[src/rtl/page_table_walker_pkg.sv]
// Shared types for the two-level page table walker: FSM states, PTE layout,
// fault codes, PTE classification results and PTE address helpers.
package ptw_pkg;

  typedef enum logic [2:0] {
    ST_IDLE    = 3'd0,
    ST_L1_REQ  = 3'd1,
    ST_L1_WAIT = 3'd2,
    ST_L0_REQ  = 3'd3,
    ST_L0_WAIT = 3'd4,
    ST_UPDATE  = 3'd5,
    ST_FAULT   = 3'd6
  } ptw_state_e;

  typedef enum logic [1:0] {
    FC_INVALID_L1 = 2'd0,
    FC_BAD_L0     = 2'd1,
    FC_MISALIGNED = 2'd2,
    FC_TIMEOUT    = 2'd3
  } ptw_fault_e;

  typedef enum logic [1:0] {
    ACT_DESCEND = 2'd0,
    ACT_LEAF    = 2'd1,
    ACT_FAULT   = 2'd2
  } ptw_action_e;

  // PTE bit positions
  localparam int PPN_HI    = 31;
  localparam int PPN_LO    = 12;
  localparam int LEAF_BIT  = 1;
  localparam int VALID_BIT = 0;

  // Word address of the L1 PTE: root table page plus the top VPN field.
  function automatic logic [31:0] l1_addr(input logic [19:0] root_ppn, input logic [9:0] vpn1);
    return {root_ppn, vpn1, 2'b00};
  endfunction

  // Word address of the L0 PTE: second-level table page plus the low VPN field.
  function automatic logic [31:0] l0_addr(input logic [19:0] table_ppn, input logic [9:0] vpn0);
    return {table_ppn, vpn0, 2'b00};
  endfunction

endpackage

[src/rtl/page_table_walker_if.sv]
// Bundle of the walker's miss, memory, TLB-refill and fault signals.
// master = the walker, slave = its environment (TLB miss path + memory + TLB).
interface page_table_walker_if;
  logic        miss_valid;
  logic        miss_ready;
  logic [31:0] miss_vaddr;
  logic [19:0] ptbr;
  logic        mem_req_valid;
  logic        mem_req_ready;
  logic [31:0] mem_req_addr;
  logic        mem_req_tag;
  logic        mem_resp_valid;
  logic [31:0] mem_resp_data;
  logic        mem_resp_tag;
  logic        mmu_update_valid;
  logic [31:0] mmu_vaddr;
  logic [31:0] mmu_paddr;
  logic        fault_valid;
  logic [31:0] fault_vaddr;
  logic [1:0]  fault_code;
  logic        busy;

  modport master (
    input  miss_valid, miss_vaddr, ptbr, mem_req_ready,
           mem_resp_valid, mem_resp_data, mem_resp_tag,
    output miss_ready, mem_req_valid, mem_req_addr, mem_req_tag,
           mmu_update_valid, mmu_vaddr, mmu_paddr,
           fault_valid, fault_vaddr, fault_code, busy
  );

  modport slave (
    output miss_valid, miss_vaddr, ptbr, mem_req_ready,
           mem_resp_valid, mem_resp_data, mem_resp_tag,
    input  miss_ready, mem_req_valid, mem_req_addr, mem_req_tag,
           mmu_update_valid, mmu_vaddr, mmu_paddr,
           fault_valid, fault_vaddr, fault_code, busy
  );
endinterface

[src/rtl/page_table_walker_pte_check.sv]
// Combinational PTE classifier: decides whether a fetched PTE descends,
// terminates the walk as a leaf, or faults (and with which code).
module ptw_pte_check
  import ptw_pkg::*;
(
  input  logic [31:0] pte,
  input  logic        level_l1,
  output ptw_action_e action,
  output ptw_fault_e  code
);

  logic pte_valid_s;
  logic pte_leaf_s;
  logic misaligned_s;
  logic pte_unused_s;

  assign pte_valid_s  = pte[VALID_BIT];
  assign pte_leaf_s   = pte[LEAF_BIT];
  // A superpage must have its low PPN field clear; those bits come from the vaddr.
  assign misaligned_s = (pte[21:12] != 10'd0);
  assign pte_unused_s = ^{pte[PPN_HI:22], pte[11:2]};

  // Classify the PTE according to the level it was fetched from.
  always_comb begin
    action = ACT_FAULT;
    code   = FC_INVALID_L1;
    if (level_l1) begin
      if (!pte_valid_s) begin
        action = ACT_FAULT;
        code   = FC_INVALID_L1;
      end else if (pte_leaf_s && misaligned_s) begin
        action = ACT_FAULT;
        code   = FC_MISALIGNED;
      end else if (pte_leaf_s) begin
        action = ACT_LEAF;
      end else begin
        action = ACT_DESCEND;
      end
    end else begin
      if (pte_valid_s && pte_leaf_s) begin
        action = ACT_LEAF;
      end else begin
        action = ACT_FAULT;
        code   = FC_BAD_L0;
      end
    end
  end

endmodule

[src/rtl/page_table_walker.sv]
// Two-level page table walker servicing TLB misses.
// Optional build macro PTW_WALK_CACHE_EN adds a single-entry cache of the last
// non-leaf L1 PTE so a repeat miss in the same 4 MiB region skips the L1 read.
module page_table_walker
  import ptw_pkg::*;
#(
  parameter int TIMEOUT_CYCLES = 255,
  parameter int CNT_W          = 8
) (
  input logic                 clk,
  input logic                 reset,
  page_table_walker_if.master bus
);

  localparam logic [CNT_W-1:0] CNT_LAST = CNT_W'(TIMEOUT_CYCLES - 1);

  ptw_state_e       state_r, state_next_s;
  logic [31:0]      vaddr_r, vaddr_next_s;
  logic [19:0]      ptbr_r, ptbr_next_s;
  logic [19:0]      l1_ppn_r, l1_ppn_next_s;
  logic             tag_r, tag_next_s;
  logic [CNT_W-1:0] cnt_r, cnt_next_s;
  logic [31:0]      mmu_vaddr_r, mmu_vaddr_next_s;
  logic [31:0]      mmu_paddr_r, mmu_paddr_next_s;
  logic [31:0]      fault_vaddr_r, fault_vaddr_next_s;
  ptw_fault_e       fault_code_r, fault_code_next_s;
  logic             resp_hit_s;
  logic             timeout_s;
  logic             wait_l1_s;
  ptw_action_e      chk_action_s;
  ptw_fault_e       chk_code_s;
`ifdef PTW_WALK_CACHE_EN
  logic             cache_valid_r, cache_valid_next_s;
  logic [19:0]      cache_ptbr_r, cache_ptbr_next_s;
  logic [9:0]       cache_vpn1_r, cache_vpn1_next_s;
  logic [19:0]      cache_ppn_r, cache_ppn_next_s;
  logic             cache_hit_s;

  assign cache_hit_s = cache_valid_r && (bus.ptbr == cache_ptbr_r) &&
                       (bus.miss_vaddr[31:22] == cache_vpn1_r);
`endif

  // The tag register has already toggled past the outstanding request, so a
  // matching response carries the opposite value; anything else is stale.
  assign resp_hit_s = bus.mem_resp_valid && (bus.mem_resp_tag != tag_r);
  assign timeout_s  = (cnt_r == CNT_LAST);
  assign wait_l1_s  = (state_r == ST_L1_WAIT);

  ptw_pte_check u_pte_check (
    .pte      (bus.mem_resp_data),
    .level_l1 (wait_l1_s),
    .action   (chk_action_s),
    .code     (chk_code_s)
  );

  // Next-state and next-register values for the walk FSM.
  always_comb begin
    state_next_s       = state_r;
    vaddr_next_s       = vaddr_r;
    ptbr_next_s        = ptbr_r;
    l1_ppn_next_s      = l1_ppn_r;
    tag_next_s         = tag_r;
    cnt_next_s         = cnt_r;
    mmu_vaddr_next_s   = mmu_vaddr_r;
    mmu_paddr_next_s   = mmu_paddr_r;
    fault_vaddr_next_s = fault_vaddr_r;
    fault_code_next_s  = fault_code_r;
`ifdef PTW_WALK_CACHE_EN
    cache_valid_next_s = cache_valid_r;
    cache_ptbr_next_s  = cache_ptbr_r;
    cache_vpn1_next_s  = cache_vpn1_r;
    cache_ppn_next_s   = cache_ppn_r;
`endif
    case (state_r)
      ST_IDLE: begin
        if (bus.miss_valid) begin
          vaddr_next_s = bus.miss_vaddr;
          ptbr_next_s  = bus.ptbr;
`ifdef PTW_WALK_CACHE_EN
          if (cache_hit_s) begin
            l1_ppn_next_s = cache_ppn_r;
            state_next_s  = ST_L0_REQ;
          end else begin
            state_next_s  = ST_L1_REQ;
          end
          // A new root table makes the cached L1 entry meaningless.
          if (bus.ptbr != cache_ptbr_r) begin
            cache_valid_next_s = 1'b0;
          end else begin
            cache_valid_next_s = cache_valid_r;
          end
`else
          state_next_s = ST_L1_REQ;
`endif
        end else begin
          state_next_s = ST_IDLE;
        end
      end
      ST_L1_REQ, ST_L0_REQ: begin
        if (bus.mem_req_ready) begin
          state_next_s = (state_r == ST_L1_REQ) ? ST_L1_WAIT : ST_L0_WAIT;
          tag_next_s   = ~tag_r;
          cnt_next_s   = CNT_W'(0);
        end else begin
          state_next_s = state_r;
        end
      end
      ST_L1_WAIT, ST_L0_WAIT: begin
        // A matching response takes priority over a same-cycle timeout.
        if (resp_hit_s) begin
          case (chk_action_s)
            ACT_LEAF: begin
              mmu_vaddr_next_s = {vaddr_r[31:12], 12'h000};
              if (wait_l1_s) begin
                mmu_paddr_next_s = {bus.mem_resp_data[31:22], vaddr_r[21:12], 12'h000};
              end else begin
                mmu_paddr_next_s = {bus.mem_resp_data[PPN_HI:PPN_LO], 12'h000};
              end
              state_next_s = ST_UPDATE;
            end
            ACT_DESCEND: begin
              l1_ppn_next_s = bus.mem_resp_data[PPN_HI:PPN_LO];
`ifdef PTW_WALK_CACHE_EN
              cache_valid_next_s = 1'b1;
              cache_ptbr_next_s  = ptbr_r;
              cache_vpn1_next_s  = vaddr_r[31:22];
              cache_ppn_next_s   = bus.mem_resp_data[PPN_HI:PPN_LO];
`endif
              state_next_s = ST_L0_REQ;
            end
            ACT_FAULT: begin
              fault_vaddr_next_s = vaddr_r;
              fault_code_next_s  = chk_code_s;
              state_next_s       = ST_FAULT;
            end
            default: begin
              state_next_s = ST_IDLE;
            end
          endcase
        end else if (timeout_s) begin
          fault_vaddr_next_s = vaddr_r;
          fault_code_next_s  = FC_TIMEOUT;
          state_next_s       = ST_FAULT;
        end else begin
          cnt_next_s = cnt_r + CNT_W'(1);
        end
      end
      ST_UPDATE: begin
        state_next_s = ST_IDLE;
      end
      ST_FAULT: begin
        state_next_s = ST_IDLE;
      end
      default: begin
        state_next_s = ST_IDLE;
      end
    endcase
  end

  // State and datapath registers; reset abandons any walk in flight.
  always_ff @(posedge clk or negedge reset) begin
    if (!reset) begin
      state_r       <= ST_IDLE;
      vaddr_r       <= 32'h0000_0000;
      ptbr_r        <= 20'h0_0000;
      l1_ppn_r      <= 20'h0_0000;
      tag_r         <= 1'b0;
      cnt_r         <= CNT_W'(0);
      mmu_vaddr_r   <= 32'h0000_0000;
      mmu_paddr_r   <= 32'h0000_0000;
      fault_vaddr_r <= 32'h0000_0000;
      fault_code_r  <= FC_INVALID_L1;
`ifdef PTW_WALK_CACHE_EN
      cache_valid_r <= 1'b0;
      cache_ptbr_r  <= 20'h0_0000;
      cache_vpn1_r  <= 10'h000;
      cache_ppn_r   <= 20'h0_0000;
`endif
    end else begin
      state_r       <= state_next_s;
      vaddr_r       <= vaddr_next_s;
      ptbr_r        <= ptbr_next_s;
      l1_ppn_r      <= l1_ppn_next_s;
      tag_r         <= tag_next_s;
      cnt_r         <= cnt_next_s;
      mmu_vaddr_r   <= mmu_vaddr_next_s;
      mmu_paddr_r   <= mmu_paddr_next_s;
      fault_vaddr_r <= fault_vaddr_next_s;
      fault_code_r  <= fault_code_next_s;
`ifdef PTW_WALK_CACHE_EN
      cache_valid_r <= cache_valid_next_s;
      cache_ptbr_r  <= cache_ptbr_next_s;
      cache_vpn1_r  <= cache_vpn1_next_s;
      cache_ppn_r   <= cache_ppn_next_s;
`endif
    end
  end

  // Request address is built from registered fields only, so it stays stable under back-pressure.
  always_comb begin
    case (state_r)
      ST_L1_REQ: bus.mem_req_addr = l1_addr(ptbr_r, vaddr_r[31:22]);
      ST_L0_REQ: bus.mem_req_addr = l0_addr(l1_ppn_r, vaddr_r[21:12]);
      default:   bus.mem_req_addr = 32'h0000_0000;
    endcase
  end

  assign bus.miss_ready       = (state_r == ST_IDLE);
  assign bus.busy             = (state_r != ST_IDLE);
  assign bus.mem_req_valid    = (state_r == ST_L1_REQ) || (state_r == ST_L0_REQ);
  assign bus.mem_req_tag      = tag_r;
  assign bus.mmu_update_valid = (state_r == ST_UPDATE);
  assign bus.mmu_vaddr        = mmu_vaddr_r;
  assign bus.mmu_paddr        = mmu_paddr_r;
  assign bus.fault_valid      = (state_r == ST_FAULT);
  assign bus.fault_vaddr      = fault_vaddr_r;
  assign bus.fault_code       = fault_code_r;

endmodule

[src/flat_wrapper.sv]
// flat-port wrapper written by rule: the top's interface ports become plain ports
module page_table_walker_flat import ptw_pkg::*;
#(
  parameter int TIMEOUT_CYCLES = 255,
  parameter int CNT_W          = 8
)
  (clk, reset, bus_miss_valid, bus_miss_vaddr, bus_ptbr, bus_mem_req_ready, bus_mem_resp_valid, bus_mem_resp_data, bus_mem_resp_tag, bus_miss_ready, bus_mem_req_valid, bus_mem_req_addr, bus_mem_req_tag, bus_mmu_update_valid, bus_mmu_vaddr, bus_mmu_paddr, bus_fault_valid, bus_fault_vaddr, bus_fault_code, bus_busy);
  page_table_walker_if bus_i ();
  input logic clk;
  input logic reset;
  input wire logic [$bits(bus_i.miss_valid)-1:0] bus_miss_valid;
  input wire logic [$bits(bus_i.miss_vaddr)-1:0] bus_miss_vaddr;
  input wire logic [$bits(bus_i.ptbr)-1:0] bus_ptbr;
  input wire logic [$bits(bus_i.mem_req_ready)-1:0] bus_mem_req_ready;
  input wire logic [$bits(bus_i.mem_resp_valid)-1:0] bus_mem_resp_valid;
  input wire logic [$bits(bus_i.mem_resp_data)-1:0] bus_mem_resp_data;
  input wire logic [$bits(bus_i.mem_resp_tag)-1:0] bus_mem_resp_tag;
  output wire logic [$bits(bus_i.miss_ready)-1:0] bus_miss_ready;
  output wire logic [$bits(bus_i.mem_req_valid)-1:0] bus_mem_req_valid;
  output wire logic [$bits(bus_i.mem_req_addr)-1:0] bus_mem_req_addr;
  output wire logic [$bits(bus_i.mem_req_tag)-1:0] bus_mem_req_tag;
  output wire logic [$bits(bus_i.mmu_update_valid)-1:0] bus_mmu_update_valid;
  output wire logic [$bits(bus_i.mmu_vaddr)-1:0] bus_mmu_vaddr;
  output wire logic [$bits(bus_i.mmu_paddr)-1:0] bus_mmu_paddr;
  output wire logic [$bits(bus_i.fault_valid)-1:0] bus_fault_valid;
  output wire logic [$bits(bus_i.fault_vaddr)-1:0] bus_fault_vaddr;
  output wire logic [$bits(bus_i.fault_code)-1:0] bus_fault_code;
  output wire logic [$bits(bus_i.busy)-1:0] bus_busy;
  assign bus_i.miss_valid = bus_miss_valid;
  assign bus_i.miss_vaddr = bus_miss_vaddr;
  assign bus_i.ptbr = bus_ptbr;
  assign bus_i.mem_req_ready = bus_mem_req_ready;
  assign bus_i.mem_resp_valid = bus_mem_resp_valid;
  assign bus_i.mem_resp_data = bus_mem_resp_data;
  assign bus_i.mem_resp_tag = bus_mem_resp_tag;
  assign bus_miss_ready = bus_i.miss_ready;
  assign bus_mem_req_valid = bus_i.mem_req_valid;
  assign bus_mem_req_addr = bus_i.mem_req_addr;
  assign bus_mem_req_tag = bus_i.mem_req_tag;
  assign bus_mmu_update_valid = bus_i.mmu_update_valid;
  assign bus_mmu_vaddr = bus_i.mmu_vaddr;
  assign bus_mmu_paddr = bus_i.mmu_paddr;
  assign bus_fault_valid = bus_i.fault_valid;
  assign bus_fault_vaddr = bus_i.fault_vaddr;
  assign bus_fault_code = bus_i.fault_code;
  assign bus_busy = bus_i.busy;
  page_table_walker #(.TIMEOUT_CYCLES(TIMEOUT_CYCLES), .CNT_W(CNT_W)) u_core (.clk(clk), .reset(reset), .bus(bus_i));
endmodule
[config.mk]
export PLATFORM = sky130hd
export DESIGN_NAME = page_table_walker_flat
export DESIGN_NICKNAME = d
export VERILOG_FILES = /design/src/rtl/page_table_walker_pkg.sv /design/src/rtl/page_table_walker_if.sv /design/src/rtl/page_table_walker_pte_check.sv /design/src/rtl/page_table_walker.sv /design/src/flat_wrapper.sv
export SDC_FILE = /design/constraint.sdc
export NUM_CORES = 1
export LEC_CHECK = 0
export BUFFER_PORTS_ARGS = -buffer_cell sky130_fd_sc_hd__buf_2
export CAP_MARGIN = 10
export CORE_ASPECT_RATIO = 1.4
export CORE_MARGIN = 1
export CORE_UTILIZATION = 23
export CTS_CLUSTER_DIAMETER = 100
export DETAILED_ROUTE_END_ITERATION = 6
export PLACE_DENSITY = 0.46
export SKIP_LAST_GASP = 1
export SYNTH_ARGS = -nofsm -noshare
export SYNTH_HDL_FRONTEND = slang
export SYNTH_HIERARCHICAL = 1
export SYNTH_SLANG_ARGS = --single-unit
[constraint.sdc]
create_clock -name clk -period 3 [get_ports clk]
set_clock_uncertainty 0.05 [all_clocks]
set_input_delay 0.6 -clock clk [delete_from_list [all_inputs] [get_ports clk]]
set_output_delay 0.6 -clock clk [all_outputs]
set_load 0.03 [all_outputs]
Word-level counts from Yosys, hierarchy flattened

Index checks and enable logic that the tools add are counted.

Input bits: 90
Register bits after elaboration: 170
Logic and storage cells: 74
Output and inout bits: 136

Reduce and logical (&&, ||, !) cells: 19
Equal/unequal tests: 15
Add/sub/neg operators: 1
Mux-type cells: 28
Bitwise logic cells: 1

Operators with widths:

| cell                                                                     | count |
|---|---|
| 32-bit 2-to-1 mux                                                        | 3 |
| 32-bit one-hot mux with 2 select lines                                   | 1 |
| 8-bit 2-to-1 mux                                                         | 3 |
| 22-bit 2-to-1 mux                                                        | 1 |
| 2-bit 2-to-1 mux                                                         | 10 |
| 3-bit one-hot mux with 3 select lines                                    | 2 |
| 8-bit one-hot mux with 2 select lines                                    | 1 |
| 3-bit 2-to-1 mux                                                         | 4 |
| 10-bit nonzero test                                                      | 1 |
| 3-bit equality test (second input constant)                              | 3 |
| 3-bit AND reduction                                                      | 3 |
| 8-bit by 1-bit adder with 8-bit output (second input constant)           | 1 |
| 8-bit equality test (second input constant)                              | 1 |
| 2-bit inequality test (second input constant)                            | 4 |
| 3-bit by 2-bit equality test with 1-bit output (second input constant)   | 2 |
| 2-bit AND reduction                                                      | 3 |
| 4-bit AND reduction                                                      | 1 |
| 2-bit nonzero test                                                       | 2 |
| 2-bit OR reduction                                                       | 2 |
| 3-bit by 1-bit equality test with 1-bit output (second input constant)   | 1 |
| 1-bit logical AND                                                        | 3 |
| 3-bit zero test                                                          | 1 |
| 1-bit 2-to-1 mux                                                         | 3 |
| 3-bit by 1-bit inequality test with 1-bit output (second input constant) | 1 |
| other kinds (7)                                                          | 7 |

Logic depth before layout (Yosys ltp)

Gate-level depths: netlist (run 1).

Depth in word-level cells: 9
Depth in mapped cells: 12
Mapped depth without buffers: 10

Modules after synthesis

Netlist (run 1), hierarchy kept.

By module, submodules not included:

| module            | times used | area each (sq um) | seq. area each (sq um) | cells an instance |
|---|---|---|---|---|
| page_table_walker | 1          | 7,084.3           | 3,953.8                | 521 |
| ptw_pte_check     | 1          | 57.6              | 0.0                    | 10 |

Least setup slack after synthesis (run 1)

No wires, ideal clock.

Kind: register to register
From: reg u_core.state_r[0]
To: reg u_core.fault_vaddr_r[10] (netlist: u_core/bus.fault_vaddr[10])
Buffers on the path: 3
Slack: 0.545 ns
Arrival: 2.280 ns
Cell stages (with the launch flop): 11
Setup time: 0.125 ns
Period minus slack after synthesis: 2.455 ns
Required time: 2.825 ns
Cells stage by stage: dfrtp_1 > clkbuf_1 > nor2_1 > buf_2 > o21ai_0 > a31o_1 > ha_1 > nand3_1 > a21oi_2 > buf_4 > mux2_2

Word-level cells in the longest chain between the ends: 5
Elaborated cells on any way between the ends: 7
Those cells by class: eq/ne: 4; mux: 1; reduce/logical: 2

Ends and longest elaborated chain:

| item                                           | RTL line                          | RTL |
|---|---|---|
| start: declaration                             | page_table_walker.sv:17           | `ptw_state_e state_r, state_next_s;` |
| start signal: assignment                       | page_table_walker.sv:180          | `state_r <= state_next_s;` |
| 3-bit by 2-bit equality test with 1-bit output | page_table_walker.sv:47           | `assign wait_l1_s = (state_r == ST_L1_WAIT);` |
| via u_core.wait_l1_s                           | page_table_walker.sv:29           | `logic wait_l1_s;` |
| 2-bit 2-to-1 mux                               | page_table_walker_pte_check.sv:27 | `if (level_l1) begin` |
| via u_core.chk_action_s[1]                     | page_table_walker.sv:30           | `ptw_action_e chk_action_s;` |
| 2-bit equality test                            | page_table_walker.sv:111          | `case (chk_action_s)` |
| 2-bit inequality test (no line)                | -                                 |  |
| 3-bit AND reduction (no line)                  | -                                 |  |
| end signal: assignment                         | page_table_walker.sv:188          | `fault_vaddr_r <= fault_vaddr_next_s;` |
| end: declaration                               | page_table_walker.sv:25           | `logic [31:0] fault_vaddr_r, fault_vaddr_next_s;` |

The timed path passes the listed nets, and every way through them passes these cells.
A chain may end at the register's enable or synchronous reset.

Worst setup path after layout (run 1)

From: reg u_core.state_r[1]
To: out bus_mem_req_addr[17]

Word-level cells in the longest chain between the ends: 2
Elaborated cells on any way between the ends: 3
Those cells by class: eq/ne: 2; mux: 1

Ends and longest elaborated chain:

| item                                                                                                                    | RTL line                 | RTL |
|---|---|---|
| 3-bit by 2-bit equality test with 1-bit output / 3-bit by 1-bit equality test with 1-bit output (equally long branches) | page_table_walker.sv:201 | `case (state_r)` |
| 32-bit one-hot mux with 2 select lines *                                                                                | page_table_walker.sv:201 |  |
| end: declaration                                                                                                        | flat_wrapper.sv:20       | `output wire logic [$bits(bus_i.mem_req_addr)-1:0] bus_mem_req_addr;` |

Every way passes the cells marked *; elsewhere a longest branch is shown, timed or not.

==> results of run 1 <==
==> critical path: stages, from the launching register on <==
cell and delay (ns):
dfrtp_2 0.35, buf_4 0.28, buf_4 0.45, mux2i_1 0.25
nor2_1 0.07, buf_2 0.20
==> stage by stage <==
stage | hold slack, ns | worst slack, ns
final | 0.0759 | 0.301
after global routing | 0.0892 | 0.135
after floorplan | 0.254 | 0.545
after detailed placement | 0.419 | 0.0770
after CTS | 0.0648 | 0.0891
after global placement | 0.416 | 0.0994
==> worst max path at each step <==
stage                             startpoint                                     end  depth (start not counted)
2_1_floorplan  u_core/state_r[0]$_DFFE_PN0P_  u_core/bus.fault_vaddr[10]$_DFFE_PN0P_                         10
3_3_place_gp           bus_mem_resp_data[12]    u_core/bus.mmu_paddr[25]$_DFFE_PN0P_                          9
3_5_place_dp           bus_mem_resp_data[12]    u_core/bus.mmu_paddr[31]$_DFFE_PN0P_                          9
4_1_cts        u_core/state_r[0]$_DFFE_PN0P_                     bus_mem_req_addr[8]                          4
5_1_grt        u_core/state_r[2]$_DFFE_PN0P_    u_core/bus.mmu_paddr[28]$_DFFE_PN0P_                          9
6_report       u_core/state_r[1]$_DFFE_PN0P_                    bus_mem_req_addr[17]                          5
==> power breakdown <==
part           leakage [nW]  switching (mW)  internal [mW]
Sequential             1.99           0.664           3.11
Clock                 0.267           0.894           1.24
Combinational          2.21            2.67           1.66
Total                  4.46            4.23           6.01
==> synthesized netlist by cell type, drive strengths merged, types with 5 or more instances <==
master	n	area, µm²
nor3	5	25.0
mux2i	31	310
dfrtp	158	3950
mux2	155	1750
clkbuf	6	22.5
nor2	41	154
buf	47	334
nand3	8	52.6
o21ai	5	25.0
ha	6	75.1
nand2	12	45.0
inv	7	26.3
a21oi	8	43.8
==> cells in the final DEF (no fill, tap or decap), types with 3 or more instances in the layout <==
cell type	Yosys	routed
nand2b_1	4	3
mux2_2	86	86
clkinv_2	0	3
buf_2	9	188
buf_4	31	10
mux2i_1	31	31
dfrtp_1	158	157
ha_1	6	6
inv_1	7	7
buf_12	0	7
mux2_1	69	69
clkinvlp_4	0	4
xnor2_1	4	4
nand3_1	7	7
nand2_1	12	12
nor4_1	3	3
nor3_1	5	5
clkbuf_1	6	4
clkbuf_16	0	17
nor2_1	41	41
o21ai_0	5	5
conb_1	1	26
a21oi_1	7	7
==> metal layers <==
metal	share of wire	global-route usage	vias to the layer above
li1	-	-	2204
met1	0.40	0.149	2381
met2	0.54	0.236	149
met3	0.053	0.0374	14
met4	0.015	0.0469	0
met5	0	0	-
==> registers in the layout, summed over array words and instances (netlist names) <==
register and flops:
u_core/vaddr_r 32, u_core/l1_ppn_r 20, u_core/ptbr_r 20, u_core/cnt_r 8, u_core/bus.fault_code 2, u_core/bus.fault_vaddr 32, u_core/bus.mem_req_tag 1, u_core/state_r 3
u_core/bus.mmu_paddr 20, u_core/bus.mmu_vaddr 20
==> what timing repair did <==
item / in CTS / in global routing
gates resized for setup: 0 / 1
buffers inserted: 0 / 0
setup endpoints to repair: 0 / 4
==> cell type report <==
cell class              count  area, µm²
fillers                  3175      21500
flip-flops and latches    158       3960
multi-input cells         338       2920
repair buffers            206       1170
well taps                 390        488
clock buffers              22        454
clock inverters            10        114
inverters                   7       26.3
==> kinds of logic after synthesis <==
| family | after synthesis | share of synthesized area |
|---|---|---|
| compound gates | 29 | 0.0298 |
| xor+xnor | 6 | 0.00841 |
| fa+ha+maj | 6 | 0.0105 |
| buf+inv | 60 | 0.0536 |
| flops | 158 | 0.554 |
| mux | 186 | 0.288 |
| other cells | 1 | 0.000525 |
| simple gates | 85 | 0.0557 |
==> qor.yml, run 1 <==
worst_setup_path:
  start_kind: "register"
  worst-endpoint-required_ns: 2.35
  rrSetupSlack_ns: 0.34
  r2r_start: "u_core/state_r[2]$_DFFE_PN0P_"
  crit_arrival_ns: 2.05
  r2r_end: "u_core/bus.fault_vaddr[3]$_DFFE_PN0P_"
  end_kind: "output port"
  critPathKind: "reg2out"
  crit_path_max_fanout: 23
  reg2regPathDepth: 9
global_routing:
  overflow: 0
  grt.total_usage: 0.133
  grt_pass1_wl_um: 30500
  grt_pass1_vias: 5001
  grt_max_degree: 54
  antenna_found_initial: 0
timing:
  finalHoldViolations: 0
  fin_crit_ns: 2.70
  finalMaxSlewViolations: 0
  max_freq_mhz: 370
  slew_headroom: 0.562
  rsz0062_at_grt: "no"
  setup_viol: 0
  tns_ns: 0
  worst_pin_slew_ns: 0.652
  period_share: 0.900
drt:
  wl_per_cell_um: 17.4
  drt_iter0_markers: 214
  wirelength_um: 19700
  vias: 4748
  via_per_inst: 4.20
  route.detailed.drc: 0
  first_pass_iters: 6
  antenna_left: 0
placed_design:
  hpwl_um: 14200
  numPortBuffers: 189
  dp_cells: 1099
  place_congestion: 0.745
  placed_cell_area_um2: 8550
cts:
  h-tree-depth: 4
  clock-sinks: 158
  cts-buffers-inserted: 17
  clk_pin_slew_ns: 0.06
  cts_root_buf: "clkbuf_16"
  worstSkewPairLatency_ns: 0.44
  clockBufferDepth: 2
  cts_hold_buf: 0
  tritoncts: "yes"
worst_hold_path:
  hold_path_class: "in2async"
power:
  p_leak_nw: 4.46
  vdd_ir_drop_max_uv: 464
  power-per-cell-area_nw_per_um2: 1120
  power_mw: 10.2
finish:
  design_area_um2: 9120
  area_delta_synth_final_pct: 27.7
  drive_above_1_share: 0.443
  diodes: 0
  fin_cells: 1131
  final_util: 0.298
  fin_nets: 824
job:
  max-cap-violations: 0
die:
  core_um2: 30600
  num_rows: 76
  initial_utilization: 0.233
  ios: 226
  fp.dieH_um: 211
  dieWidth_um: 151
  dieArea_um2: 31800
logic_synthesis:
  ys_ff_latch: 158
  synth_ff_type: "dfrtp_1"
  syn_area_um2: 7140
  syn_avg_cell_area_um2: 13.4
  ys_async_sr_fraction: 1.00
  synth_warnings: 6
  synth_edf_count: 0
  ys_types: 46
  netlist_instances: 531
  ys_seq_area_frac: 0.554
outcome:
  outcome: "finished, final reports clean"
(Power assumes the default switching activity.)
==> run 2, diff against run 1 <==
RECOVER_POWER = 25   (was default)
==> qor.yml, run 2 (synthesis results as in run 1) <==
outcome:
  outcome: "finished, final reports clean"
cts:
  worstSkewPairLatency_ns: 0.44  # about the same
  cts_root_buf: "clkbuf_16"
  tritoncts: "yes"
  cts-buffers-inserted: 17  # unchanged
  clockBufferDepth: 2  # unchanged
  clock-sinks: 158  # unchanged
  clk_pin_slew_ns: 0.06  # about the same
  h-tree-depth: 4  # unchanged
die:
  dieArea_um2: 31800  # unchanged
  dieWidth_um: 151  # unchanged
  num_rows: 76  # unchanged
  initial_utilization: 0.233  # unchanged
  fp.dieH_um: 211  # unchanged
  core_um2: 30600  # unchanged
  ios: 226  # unchanged
placed_design:
  place_congestion: 0.745  # unchanged
  pre_cts_slack_ns: 0.0770  # unchanged
  numPortBuffers: 189  # unchanged
  hpwl_um: 14200  # unchanged
power:
  switching_power_mw: 4.23  # about the same
  p_int_mw: 6.01  # about the same
  p_leak_nw: 4.45  # -0.28%
  combPwrFrac: 0.422  # about the same
  switching_share: 0.413  # about the same
  vdd_ir_drop_max_uv: 464  # about the same
  power_mw: 10.2  # about the same
  power-per-cell-area_nw_per_um2: 1130  # +0.36%
  power_frac_seq: 0.369  # about the same
  clkPwrFrac: 0.209  # about the same
worst_setup_path:
  crit_path_max_fanout: 23  # unchanged
  cpPeakStageDelay_ns: 0.45  # about the same
  crit_chain: "buf_4, buf_4, mux2i_1, nor2_1, buf_2"
  worst-endpoint-required_ns: 2.35  # about the same
  end_kind: "output port"
  slowest_stage: "buf_4"
  cp_common_cell: "buf_4"
  critPathKind: "reg2out"
  crit_arrival_ns: 2.05  # about the same
  start_kind: "register"
drt:
  route.detailed.drc: 0  # unchanged
  drt_iter0_markers: 209  # -2.3%
  vias: 4753  # +0.11%
  first_pass_iters: 4  # -2
  antenna_left: 0  # unchanged
  via_per_inst: 4.20  # +0.11%
  wirelength_um: 19700  # about the same
  wl_per_cell_um: 17.4  # about the same
timing:
  tns_ns: 0  # unchanged
  period_share: 0.902  # +0.00175
  rsz0062_at_grt: "no"
  fin_ws_ns: 0.295  # -0.00525 ns
  slew_headroom: 0.107  # -0.455
  worst_pin_slew_ns: 1.34  # +0.688 ns
  max_freq_mhz: 370  # -0.19%
  finalMaxSlewViolations: 0  # unchanged
  finalHoldViolations: 0  # unchanged
  fin_crit_ns: 2.70  # +0.00525 ns
  setup_viol: 0  # unchanged
worst_hold_path:
  hold_path_class: "in2reg"
finish:
  final_common_cell: "buf_2"
  drive_above_1_share: 0.443  # unchanged
  area_delta_synth_final_pct: 27.2
  fin_nets: 824  # unchanged
  layout_common_cells: "188 x buf_2, 157 x dfrtp_1, 86 x mux2_2, 69 x mux2_1, 41 x nor2_1"
  diodes: 0  # unchanged
global_routing:
  grt_pass1_wl_um: 30500  # unchanged
  grt_max_degree: 54  # unchanged
  overflow: 0  # unchanged
  antenna_found_initial: 0  # unchanged
  grt_pass1_vias: 5001  # unchanged
  grt.total_usage: 0.133  # unchanged
job:
  max-cap-violations: 0  # unchanged
-- run 2: what timing repair did --
action,4_1_cts,5_1_grt
setup buffers,0,0
resized for setup,0,1
hold buffers,0,0
setup endpoints to repair,0,4
endpoints found under the hold margin,0,0
-- run 2: per-stage QoR --
step                       util  cells  hold WS [ns]  instance area [µm²]
after CTS                 0.298   1131        0.0648                 9110
after global routing      0.297   1131         0.308                 9080
after global placement    0.279   1099         0.416                 8550
final                     0.297   1131         0.332                 9080
after floorplan               -    556         0.254                 7240
after detailed placement  0.279   1099         0.419                 8550
-- run 2: cell type report --
type | count | area (µm²)
inverters | 7 | 26.3
fillers | 3180 | 21500
clock inverters | 10 | 114
well taps | 390 | 488
repair buffers | 206 | 1130
clock buffers | 22 | 454
multi-input cells | 338 | 2920
flip-flops and latches | 158 | 3960
-- run 2: power groups by stage --
stage          Sequential (mW)  Clock, mW  Combinational, mW
3_3_place_gp              3.82          0               4.38
6_report                  3.77       2.14               4.32
2_1_floorplan             4.54          0               2.21
4_1_cts                   3.82       2.24               4.41
3_5_place_dp              3.85          0               4.40
5_1_grt                   3.94       2.31               4.66
-- run 2: critical path, delay by kind of cell (launching register included) --
family,cells,cell delay [ns]
buf+inv,3,0.93
flops,1,0.35
mux,1,0.25
simple gates,1,0.07
-- run 2: path summary, 6_finish.rpt --
path                                                        start                                      to  slack [ns]  depth (start not counted)
hold reg to reg            u_core/bus.fault_vaddr[12]$_DFFE_PN0P_  u_core/bus.fault_vaddr[12]$_DFFE_PN0P_        0.43                          1
setup / recovery                    u_core/state_r[1]$_DFFE_PN0P_                    bus_mem_req_addr[17]        0.30                          5
setup reg to reg                    u_core/state_r[2]$_DFFE_PN0P_   u_core/bus.fault_vaddr[3]$_DFFE_PN0P_        0.34                          9
min in group asynchronous                                   reset            u_core/ptbr_r[6]$_DFFE_PN0P_        0.41                          1
hold / removal                              bus_mem_resp_data[25]    u_core/bus.mmu_paddr[25]$_DFFE_PN0P_        0.33                          2
max in group asynchronous                                   reset    u_core/bus.mmu_paddr[12]$_DFFE_PN0P_        0.75                          2
-- run 2: layer usage --
metal,GRT usage,vias up,part of all wire
li1,-,2205,-
met1,0.149,2386,0.39
met2,0.236,146,0.54
met3,0.0374,16,0.052
met4,0.0469,0,0.015
met5,0,-,0
==> run 3, diff against run 2 <==
CORE_UTILIZATION = 39   (was 23)
PLACE_DENSITY = 0.68   (was 0.46)
==> qor.yml, run 3 (synthesis results as in run 1) <==
die:
  core_um2: 17900  # -41%
  dieWidth_um: 116  # -23%
  ios: 226  # unchanged
  initial_utilization: 0.398  # +0.165
  dieArea_um2: 18900  # -41%
  fp.dieH_um: 162  # -23%
  num_rows: 58  # -24%
worst_setup_path:
  critPathKind: "reg2reg"
  crit_path_max_fanout: 19  # -17%
  start_kind: "register"
  crit_chain: "nand2b_1, nor2_1, o21ai_0, a31o_1, inv_1, ha_1, nand3_1, buf_12, mux2_1"
  setup.worst_path.start: "u_core/state_r[2]$_DFFE_PN0P_"
  slowest_stage: "nor2_1"
  r2r_start: "u_core/state_r[2]$_DFFE_PN0P_"
  crit_arrival_ns: 3.05  # +1.00 ns
  end_kind: "register"
  worst-endpoint-required_ns: 3.25  # +0.90 ns
  cpPeakStageDelay_ns: 0.52  # +0.07 ns
cts:
  cts_hold_buf: 0  # unchanged
  tritoncts: "yes"
  clock-sinks: 158  # unchanged
  cts_root_buf: "clkbuf_16"
  cts_resized: 0  # unchanged
  clk_pin_slew_ns: 0.07  # about the same
  clockBufferDepth: 2  # unchanged
  h-tree-depth: 4  # unchanged
  cts-buffers-inserted: 17  # unchanged
  postCtsSetupBuffers: 0  # unchanged
  worstSkewPairLatency_ns: 0.42  # -0.02 ns
drt:
  wirelength_um: 17400  # -12%
  vias: 4802  # +1.0%
  via_per_inst: 4.88  # +16%
  first_pass_iters: 4  # unchanged
  drt_iter0_markers: 131  # -37%
  antenna_left: 0  # unchanged
  wl_per_cell_um: 17.6  # +1.3%
  route.detailed.drc: 0  # unchanged
power:
  switching_share: 0.409  # -0.00409
  power_mw: 10.3  # +0.21%
  power-per-cell-area_nw_per_um2: 1150  # +2.0%
  combPwrFrac: 0.420  # -0.002
  p_leak_nw: 4.47  # +0.43%
  switching_power_mw: 4.19  # -0.78%
  vdd_ir_drop_max_uv: 609  # +31%
  power_frac_seq: 0.366  # -0.003
  clkPwrFrac: 0.214  # +0.005
  p_int_mw: 6.06  # +0.91%
finish:
  area_delta_synth_final_pct: 24.9
  drive_above_1_share: 0.443  # about the same
  n_fill_cell: 1641  # -48%
  fin_nets: 827  # +0.36%
  design_area_um2: 8920  # -1.8%
  layout_common_cells: "188 x buf_2, 157 x dfrtp_1, 86 x mux2_2, 69 x mux2_1, 41 x nor2_1"
  final_common_cell: "buf_2"
timing:
  max_freq_mhz: 357  # -3.4%
  finalMaxSlewViolations: 73  # +73
  fin_crit_ns: 2.80  # +0.0957 ns
  worst_pin_slew_ns: 1.91  # +0.570 ns
  period_share: 0.933  # +0.0319
  slew_headroom: -0.273  # -0.380
  setup_viol: 0  # unchanged
  tns_ns: 0  # unchanged
  fin_ws_ns: 0.200  # -0.0957 ns
  rsz0062_at_grt: "no"
  finalHoldViolations: 0  # unchanged
global_routing:
  grt_max_degree: 73  # +35%
  grt.total_usage: 0.194  # +0.0612
  overflow: 0  # unchanged
  grt_pass1_vias: 4919  # -1.6%
  antenna_found_initial: 1  # +1
  grt_pass1_wl_um: 27000  # -12%
job:
  max-cap-violations: 1  # +1
placed_design:
  hpwl_um: 12400  # -13%
  numPortBuffers: 189  # unchanged
  place_congestion: 0.817  # +9.7%
  placed_cell_area_um2: 8340  # -2.4%
  pre_cts_slack_ns: 0.224  # +0.147 ns
outcome:
  violations: "max-capacitance violations, max-slew violations"
  outcome: "complete, but fails checks"
worst_hold_path:
  hold_start: "bus_mem_resp_data[22]"
  hold_path_class: "in2reg"
run 3: per-stage QoR:
step,std cells,util,hold WS [ns]
floorplan,556,-,0.254
global placement,952,0.466,0.414
detailed placement,952,0.466,0.419
CTS,983,0.499,0.156
global route,984,0.498,0.332
finish,984,0.498,0.342
run 3: final timing paths:
path	to	slack (ns)	depth (start not counted)
max	u_core/l1_ppn_r[1]$_DFFE_PN0P_	0.20	9
min reg2reg	u_core/bus.fault_vaddr[11]$_DFFE_PN0P_	0.43	1
min in group asynchronous	u_core/bus.mmu_paddr[29]$_DFFE_PN0P_	0.65	1
min	u_core/l1_ppn_r[10]$_DFFE_PN0P_	0.34	2
max reg2reg	u_core/l1_ppn_r[1]$_DFFE_PN0P_	0.20	9
max in group asynchronous	u_core/l1_ppn_r[2]$_DFFE_PN0P_	0.82	2
run 3: power groups by stage:
stage | Combinational, mW | Clock, mW | Sequential [mW]
after floorplan | 2.21 | 0 | 4.54
after global placement | 4.27 | 0 | 3.78
after detailed placement | 4.34 | 0 | 3.81
after CTS | 4.36 | 2.26 | 3.78
after global routing | 4.62 | 2.32 | 3.91
final | 4.30 | 2.20 | 3.75
run 3: layout make-up:
| class | count | area, µm² | share of cell area |
|---|---|---|---|
| Sequential cell | 158 | 3960 | 0.443 |
| Multi-Input combinational cell | 338 | 2910 | 0.326 |
| Timing Repair Buffer | 209 | 1130 | 0.127 |
| Clock buffer | 21 | 470 | 0.0527 |
| Tap cell | 240 | 300 | 0.0337 |
| Clock inverter | 10 | 125 | 0.0140 |
| Inverter | 7 | 26.3 | 0.00295 |
| Antenna cell | 1 | 2.50 | 0.000281 |
run 3: per-layer routing:
metal / wire length [µm] / GRT usage / up-vias / part of all wire
met5: 0 / 0 / - / 0
met4: 330 / 0.0804 / 0 / 0.019
met3: 952 / 0.0537 / 19 / 0.055
met2: 8940 / 0.331 / 157 / 0.52
met1: 7130 / 0.227 / 2402 / 0.41
li1: - / - / 2224 / -
run 3: worst max-delay path, delay by kind of cell, from the launching register on:
| family | cells | cell delay, ns |
|---|---|---|
| compound gates | 2 | 0.45 |
| fa+ha+maj | 1 | 0.18 |
| buf+inv | 2 | 0.33 |
| flops | 1 | 0.45 |
| mux | 1 | 0.32 |
| simple gates | 3 | 0.89 |
